--- src/rtl/mips_pkg.sv ---
// Shared MIPS pipeline definitions.
// Holds the bubble instruction, the boot PC and the IF/ID field widths so the
// fetch, decode and hazard logic all agree on the same constants.
// No ports: package only.
package mips_pkg;

  localparam int XLEN           = 32;
  localparam int IFID_INSTR_W   = 32;
  localparam int IFID_PC_W      = 32;

  // sll $0,$0,0 encodes as all zeros.
  localparam logic [IFID_INSTR_W-1:0] NOP_INSTR = 32'h0000_0000;
  localparam logic [XLEN-1:0]         RESET_PC  = 32'h0000_0000;

  // What the IF/ID register does on the next edge.
  typedef enum logic [1:0] {
    IFID_CAPTURE = 2'd0,  // take the fetched instruction and PC+4
    IFID_HOLD    = 2'd1,  // keep every field
    IFID_BUBBLE  = 2'd2   // insert a NOP, clear valid, keep PC+4
  } ifid_op_e;

  // Sequential PC step; 32-bit modulo so 0xFFFF_FFFC wraps to 0.
  function automatic logic [XLEN-1:0] pc_step(input logic [XLEN-1:0] pc);
    return pc + 32'd4;
  endfunction

endpackage

--- src/rtl/fetch_stage_if.sv ---
// Instruction-memory bus between the fetch stage and instr_mem.
// Signals:
//   addr_imem_ram_o        fetch -> imem  byte address (fetch PC or load address)
//   wr_instr_imem_ram_o    fetch -> imem  boot-load write data
//   wr_en_imem_ram_o       fetch -> imem  boot-load write enable
//   read_instr_imem_ram_i  imem -> fetch  combinational read of addr_imem_ram_o
interface fetch_stage_if;

  logic [31:0] addr_imem_ram_o;
  logic [31:0] wr_instr_imem_ram_o;
  logic        wr_en_imem_ram_o;
  logic [31:0] read_instr_imem_ram_i;

  modport master (
    output addr_imem_ram_o,
    output wr_instr_imem_ram_o,
    output wr_en_imem_ram_o,
    input  read_instr_imem_ram_i
  );

  modport slave (
    input  addr_imem_ram_o,
    input  wr_instr_imem_ram_o,
    input  wr_en_imem_ram_o,
    output read_instr_imem_ram_i
  );

endinterface

--- src/rtl/fetch_stage_ifid_reg.sv ---
// IF/ID pipeline register.
// Ports:
//   clk, rst_n      clock, asynchronous active-low reset
//   op              capture / hold / bubble for this edge
//   fetched_instr   instruction returned by instr_mem
//   fetched_pc4     PC+4 of the instruction being fetched
//   instr, pc_plus4, valid   registered IF/ID fields
module ifid_reg
  import mips_pkg::*;
#(
  parameter logic [IFID_INSTR_W-1:0] BUBBLE_INSTR = 32'h0000_0000
) (
  input  logic                    clk,
  input  logic                    rst_n,
  input  ifid_op_e                op,
  input  logic [IFID_INSTR_W-1:0] fetched_instr,
  input  logic [IFID_PC_W-1:0]    fetched_pc4,
  output logic [IFID_INSTR_W-1:0] instr,
  output logic [IFID_PC_W-1:0]    pc_plus4,
  output logic                    valid
);

  logic [IFID_INSTR_W-1:0] instr_reg;
  logic [IFID_PC_W-1:0]    pc_plus4_reg;
  logic                    valid_reg;

  always_ff @(posedge clk or negedge rst_n) begin
    if (!rst_n) begin
      instr_reg    <= BUBBLE_INSTR;
      pc_plus4_reg <= '0;
      valid_reg    <= 1'b0;
    end else begin
      case (op)
        IFID_CAPTURE: begin
          instr_reg    <= fetched_instr;
          pc_plus4_reg <= fetched_pc4;
          valid_reg    <= 1'b1;
        end
        // A bubble leaves PC+4 untouched; only the instruction and valid matter.
        IFID_BUBBLE: begin
          instr_reg <= BUBBLE_INSTR;
          valid_reg <= 1'b0;
        end
        default: ;  // hold
      endcase
    end
  end

  assign instr    = instr_reg;
  assign pc_plus4 = pc_plus4_reg;
  assign valid    = valid_reg;

endmodule

--- src/rtl/fetch_stage.sv ---
// MIPS IF stage: PC register, next-PC selection, instr_mem addressing,
// boot-load write path and the IF/ID pipeline register.
// Ports:
//   clk, rst_n                 clock, asynchronous active-low reset
//   stall_fetch_i              hold PC and IF/ID
//   redirect_i, redirect_pc_i  taken branch/jump and its target
//   load_en_i                  boot-load mode (fetch frozen, PC parked at RESET_PC)
//   load_addr_i, load_instr_i, load_wr_i   boot-load word, address and strobe
//   imem                       instr_mem bus (master side)
//   pc_o                       current PC
//   ifid_instr_o, ifid_pc_plus4_o, ifid_valid_o   IF/ID register contents
//   misalign_o                 one-cycle pulse for a redirect target with [1:0] != 0
module fetch_stage #(
  parameter logic [31:0] RESET_PC  = mips_pkg::RESET_PC,
  parameter logic [31:0] NOP_INSTR = mips_pkg::NOP_INSTR
) (
  input  logic                 clk,
  input  logic                 rst_n,
  input  logic                 stall_fetch_i,
  input  logic                 redirect_i,
  input  logic [31:0]          redirect_pc_i,
  input  logic                 load_en_i,
  input  logic [31:0]          load_addr_i,
  input  logic [31:0]          load_instr_i,
  input  logic                 load_wr_i,
  fetch_stage_if.master        imem,
  output logic [31:0]          pc_o,
  output logic [31:0]          ifid_instr_o,
  output logic [31:0]          ifid_pc_plus4_o,
  output logic                 ifid_valid_o,
  output logic                 misalign_o
);

  import mips_pkg::*;

  logic [31:0] pc_reg;
  logic [31:0] pc_next;
  logic [31:0] pc_plus4;
  logic        misalign_reg;
  logic        misalign_next;
  ifid_op_e    ifid_op;

  assign pc_plus4 = pc_step(pc_reg);

  // The write enable is gated by rst_n so a load word presented while reset
  // is asserted never reaches memory.
  assign imem.addr_imem_ram_o     = load_en_i ? load_addr_i : pc_reg;
  assign imem.wr_instr_imem_ram_o = load_instr_i;
  assign imem.wr_en_imem_ram_o    = load_en_i & load_wr_i & rst_n;

  // Priority: load > redirect > stall > sequential fetch.
  always_comb begin
    pc_next       = pc_plus4;
    ifid_op       = IFID_CAPTURE;
    misalign_next = 1'b0;
    if (load_en_i) begin
      pc_next = RESET_PC;
      ifid_op = IFID_BUBBLE;
    end else if (redirect_i) begin
      // The instruction fetched this cycle is on the wrong path, so flush it.
      pc_next       = {redirect_pc_i[31:2], 2'b00};
      ifid_op       = IFID_BUBBLE;
      misalign_next = |redirect_pc_i[1:0];
    end else if (stall_fetch_i) begin
      pc_next = pc_reg;
      ifid_op = IFID_HOLD;
    end
  end

  always_ff @(posedge clk or negedge rst_n) begin
    if (!rst_n) begin
      pc_reg       <= RESET_PC;
      misalign_reg <= 1'b0;
    end else begin
      pc_reg       <= pc_next;
      misalign_reg <= misalign_next;
    end
  end

  ifid_reg #(
    .BUBBLE_INSTR (NOP_INSTR)
  ) u_ifid_reg (
    .clk           (clk),
    .rst_n         (rst_n),
    .op            (ifid_op),
    .fetched_instr (imem.read_instr_imem_ram_i),
    .fetched_pc4   (pc_plus4),
    .instr         (ifid_instr_o),
    .pc_plus4      (ifid_pc_plus4_o),
    .valid         (ifid_valid_o)
  );

  assign pc_o       = pc_reg;
  assign misalign_o = misalign_reg;

endmodule

--- src/flat_wrapper.sv ---
// flat-port wrapper written by rule: the top's interface ports become plain ports
module fetch_stage_flat import mips_pkg::*;
#(
  parameter logic [31:0] RESET_PC  = mips_pkg::RESET_PC,
  parameter logic [31:0] NOP_INSTR = mips_pkg::NOP_INSTR
)
  (clk, rst_n, stall_fetch_i, redirect_i, redirect_pc_i, load_en_i, load_addr_i, load_instr_i, load_wr_i, pc_o, ifid_instr_o, ifid_pc_plus4_o, ifid_valid_o, misalign_o, imem_addr_imem_ram_o, imem_wr_instr_imem_ram_o, imem_wr_en_imem_ram_o, imem_read_instr_imem_ram_i);
  fetch_stage_if imem_i ();
  input  logic clk;
  input  logic rst_n;
  input  logic stall_fetch_i;
  input  logic redirect_i;
  input  logic [31:0] redirect_pc_i;
  input  logic load_en_i;
  input  logic [31:0] load_addr_i;
  input  logic [31:0] load_instr_i;
  input  logic load_wr_i;
  output logic [31:0] pc_o;
  output logic [31:0] ifid_instr_o;
  output logic [31:0] ifid_pc_plus4_o;
  output logic ifid_valid_o;
  output logic misalign_o;
  output wire logic [$bits(imem_i.addr_imem_ram_o)-1:0] imem_addr_imem_ram_o;
  output wire logic [$bits(imem_i.wr_instr_imem_ram_o)-1:0] imem_wr_instr_imem_ram_o;
  output wire logic [$bits(imem_i.wr_en_imem_ram_o)-1:0] imem_wr_en_imem_ram_o;
  input wire logic [$bits(imem_i.read_instr_imem_ram_i)-1:0] imem_read_instr_imem_ram_i;
  assign imem_addr_imem_ram_o = imem_i.addr_imem_ram_o;
  assign imem_wr_instr_imem_ram_o = imem_i.wr_instr_imem_ram_o;
  assign imem_wr_en_imem_ram_o = imem_i.wr_en_imem_ram_o;
  assign imem_i.read_instr_imem_ram_i = imem_read_instr_imem_ram_i;
  fetch_stage #(.RESET_PC(RESET_PC), .NOP_INSTR(NOP_INSTR)) u_core (.clk(clk), .rst_n(rst_n), .stall_fetch_i(stall_fetch_i), .redirect_i(redirect_i), .redirect_pc_i(redirect_pc_i), .load_en_i(load_en_i), .load_addr_i(load_addr_i), .load_instr_i(load_instr_i), .load_wr_i(load_wr_i), .imem(imem_i), .pc_o(pc_o), .ifid_instr_o(ifid_instr_o), .ifid_pc_plus4_o(ifid_pc_plus4_o), .ifid_valid_o(ifid_valid_o), .misalign_o(misalign_o));
endmodule
--- config.mk ---
export PLATFORM = sky130hd
export DESIGN_NAME = fetch_stage_flat
export DESIGN_NICKNAME = d
export VERILOG_FILES = /design/src/rtl/mips_pkg.sv /design/src/rtl/fetch_stage_if.sv /design/src/rtl/fetch_stage_ifid_reg.sv /design/src/rtl/fetch_stage.sv /design/src/flat_wrapper.sv
export SDC_FILE = /design/constraint.sdc
export NUM_CORES = 1
export LEC_CHECK = 0
export ABC_AREA = 1
export CORE_ASPECT_RATIO = 1.25
export CORE_MARGIN = 10
export CORE_UTILIZATION = 36
export CTS_CLUSTER_SIZE = 14
export DETAILED_ROUTE_END_ITERATION = 16
export DONT_BUFFER_PORTS = 1
export PLACE_DENSITY = 0.52
export SLEW_MARGIN = 20
export SYNTH_ARGS = -nofsm -noshare
export SYNTH_HDL_FRONTEND = slang
export SYNTH_HIERARCHICAL = 1
export SYNTH_SLANG_ARGS = --single-unit
--- constraint.sdc ---
create_clock -name clk -period 1.65 [get_ports clk]
set_clock_uncertainty 0.15 [all_clocks]
set_input_delay 0.33 -clock clk [delete_from_list [all_inputs] [get_ports clk]]
set_output_delay 0.33 -clock clk [all_outputs]
set_load 0.01 [all_outputs]
==> impl_results.md <==
* Buffers on Ports at 0
* Most used DFF post-synth: sky130_fd_sc_hd__dfrtp_1
* Footprint of the multi-input gates at just over 0.003 mm^2
* Number of max-slew violations in the final report at 0
* Count of clock tree sinks at 96
* Static leakage at 3.74 nW
* Clock transition time at the flip-flop clock pins of the worst setup and hold paths at 70 ps
* Per-cell routed wire length at 19.6 um
* Master cell of the clock root buffer: sky130_fd_sc_hd__clkbuf_16
* Number of global-route vias before repair at 5469
* Most common cell in the synthesized netlist: sky130_fd_sc_hd__nand2_1
* Setup crit start: u_core/pc_o[3]
* Share of final-layout standard cells stronger than drive strength 1 at 0.336
* Io pins at approximately 300
* Most numerous cell types in the synthesized netlist: sky130_fd_sc_hd__nand2_1 (339), sky130_fd_sc_hd__dfrtp_1 (96), sky130_fd_sc_hd__nor2_1 (93)
* Number of violations reported at the end of detailed-routing iteration 0 at 324
* Via-to-Cell Ratio at 5.09
* Worst Max-Slew Pin Slew at 810 ps
* Violated checks: hold timing, setup timing
* WP data arrival at 1840 ps
* Standard cell core area at 0.0149 mm^2
* Tcrit/Tclk final at 1.06
* Number of rows in the core area at 50
* Cell area after technology mapping at 0.00545 mm^2
* Number of warning messages in the yosys log at 6
* Number of enable flip-flop cells after synthesis at 0
* R2R cell count at 11
* Clock buffers created by TritonCTS at 9
* Area of the die at just over 0.02 mm^2
* Count of inserted antenna diode cells at 0
* Source-to-sink clock delay at the later pin of the worst-skew pair at 350 ps
* Global-route wire length before repair at 31.1 mm
* Initial cell density of the core at 0.366
* Period minus WS final at 1750 ps
* RSZ-0062 raised after global routing: true
* Critical Setup Path Class: reg -> reg
* Height of the chip at 158 um
* Global placer's final weighted congestion at just under 0.9
* Number of endpoints with negative hold slack in the final report at 96
* Max H-tree Level at 3
* Total half-perimeter wirelength after legalization and detailed placement at about 15 mm
* Fmax at 572 MHz
* Worst-case clock buffer depth at 2
* Global-route total usage across every layer at 0.195
* Power per standard cell area at 817 mW/mm^2
* PnR worst setup slack at -97.9 ps
* P&R area growth vs syn at 38.7%
* Met3 layer wire length in the routed design at 1.97 mm
* Fill cells at about 1400
* TritonCTS clock tree: done
* Maximum number of pins on one net before global-route repair at 98
* Cell taking the most area after synthesis: sky130_fd_sc_hd__dfrtp_1
* Register bit total from synthesis at 96
* Remaining routing DRC violations at 0
* Hold slack at -479 ps
* Max-cap violation count at 0
* First-pass iteration count of the detailed router at 5
* Total wirelength of the detailed-routed design at 21.1 mm
* CP Launch Type: flip-flop
* Number of setup violations in the final report at 33
* Part of the Yosys area used for sequential elements at 0.441
* Largest fanout of any net on the critical path at 6
* Fraction of synthesis flops using an asynchronous set or reset pin at 1.00
* Data required time of the worst path at between 1500 and 2000 ps
* Distinct cell type count after synthesis at 29
* Routed length on met2 at 10.6 mm
* Remaining global-route overflow at 0
* Antenna-violating nets left at 0
* Total number of vias at 5464
* Setup crit end kind: flip-flop
* Final layout net count at 1022
* Worst hold path class: in -> async
* Outcome: finished, violations left
* Area share of the leading cell type in the synthesized netlist at 0.441
* Width of the die at 130 um
* Avg Synthesized Cell Area at 6.89 um^2
* Cells taking the most area after synthesis: sky130_fd_sc_hd__dfrtp_1 (44%), sky130_fd_sc_hd__nand2_1 (23%), sky130_fd_sc_hd__o21ai_0 (7.9%), sky130_fd_sc_hd__nor2_1 (6.4%), sky130_fd_sc_hd__buf_4 (5.1%)
* Worst R2R Start: u_core/pc_o[3]
* Max_slew headroom at 0.459
* Wire length on met1 at 8.08 mm
* Antenna violations before repair at 0
* Cells after Synth at a little under 800
* Uppermost signal routing layer after detailed routing: met4
* Number of hold buffers added after cts at 35
* Storage cell area at 0.00241 mm^2
* Highest ir drop seen on vdd at 0.440 mV
* Setup TNS Final at -1140 ps
* Final cell utilization of the core at 0.508
==> cell usage in the layout, fill, tap and decap left out, drive strengths merged, types with 2 or more instances in the layout <==
cell,Yosys,final
nand2,342,342
buf,49,116
nor2,99,99
dfrtp,96,96
o21ai,93,93
inv,41,43
dlygate4sd3,0,35
nand3,26,26
clkbuf,20,9
xor2,6,6
o21bai,4,4
conb,1,4
clkinv,1,4
clkinvlp,0,2
and2,2,2
nand3b,2,2
o22ai,2,2
==> logic make-up (layout without fill, tap and decap cells) <==
group | Yosys count | count (layout) | share of synthesized area
muxes | 1 | 1 | 0.00184
AOI/OAI and AO/OA | 100 | 100 | 0.0942
other | 1 | 4 | 0.000688
buffers and inverters | 111 | 209 | 0.106
and+or+nand+nor | 475 | 475 | 0.345
xor gates and xnor gates | 6 | 6 | 0.00965
adders and majority gates | 1 | 1 | 0.00230
DFF | 96 | 96 | 0.441
==> worst max-delay path, cell delays in order, from the launching register on <==
cell	delay [ps]
sky130_fd_sc_hd__dfrtp_1	390
sky130_fd_sc_hd__ha_2	210
sky130_fd_sc_hd__nand2_2	80
sky130_fd_sc_hd__nor2_4	140
sky130_fd_sc_hd__nand2_4	120
sky130_fd_sc_hd__nor2_1	110
sky130_fd_sc_hd__buf_4	140
sky130_fd_sc_hd__nand2_2	60
sky130_fd_sc_hd__nand2_2	80
sky130_fd_sc_hd__nand2_2	60
sky130_fd_sc_hd__nand2_1	50
sky130_fd_sc_hd__nand2_1	40
==> cell type report <==
type / count / share of cell area
clock buffer: 9 / 0.0298
clock inverter: 7 / 0.00745
inverter: 42 / 0.0268
multi-input combinational: 587 / 0.405
sequential: 96 / 0.318
tap: 182 / 0.0301
timing repair buffer: 151 / 0.183
==> metal layers <==
metal,up-vias,track usage
met5,-,0
met4,0,0.0805
met3,40,0.0640
met2,207,0.332
met1,2578,0.219
li1,2639,-
==> power by group <==
group | switching, W | total (W) | internal [W]
Combinational | 0.000730 | 0.00131 | 0.000577
Clock | 0.000983 | 0.00202 | 0.00104
Sequential | 0.000274 | 0.00284 | 0.00257
==> timing repair <==
| action | CTS | global route |
|---|---|---|
| pin swaps | 20 | 62 |
| gates cloned | 0 | 0 |
| endpoints found under the setup margin | 68 | 80 |
| gates resized for setup | 113 | 171 |
| setup buffers | 22 | 12 |
| endpoints found under the hold margin | 140 | 96 |
==> final timing paths <==
path / end / slack, ps
min in group clk: u_core/pc_o[15] / 20
max in group asynchronous: u_core/pc_o[29] / 1690
worst max-delay path: u_core/u_ifid_reg/pc_plus4[28] / -100
worst max register to register: u_core/u_ifid_reg/pc_plus4[28] / -100
worst min-delay path: u_core/u_ifid_reg/pc_plus4[3] / -480
worst min register to register: u_core/u_ifid_reg/instr[16] / 410
==> metrics by stage <==
step	total power, W	hold slack [ps]	instances	cell area, um^2	setup WS [ps]
3_5_place_dp	0.00381	-111	991	5930	-214
2_1_floorplan	0.00345	-116	794	5460	-10.6
6_report	0.00617	-479	1074	7560	-97.9
4_1_cts	0.00607	-490	1064	6950	-89.2
3_3_place_gp	0.00380	-112	991	5930	-166
5_1_grt	0.00647	-490	1074	7560	-182
No activity file was read; power rests on OpenSTA's default activity.
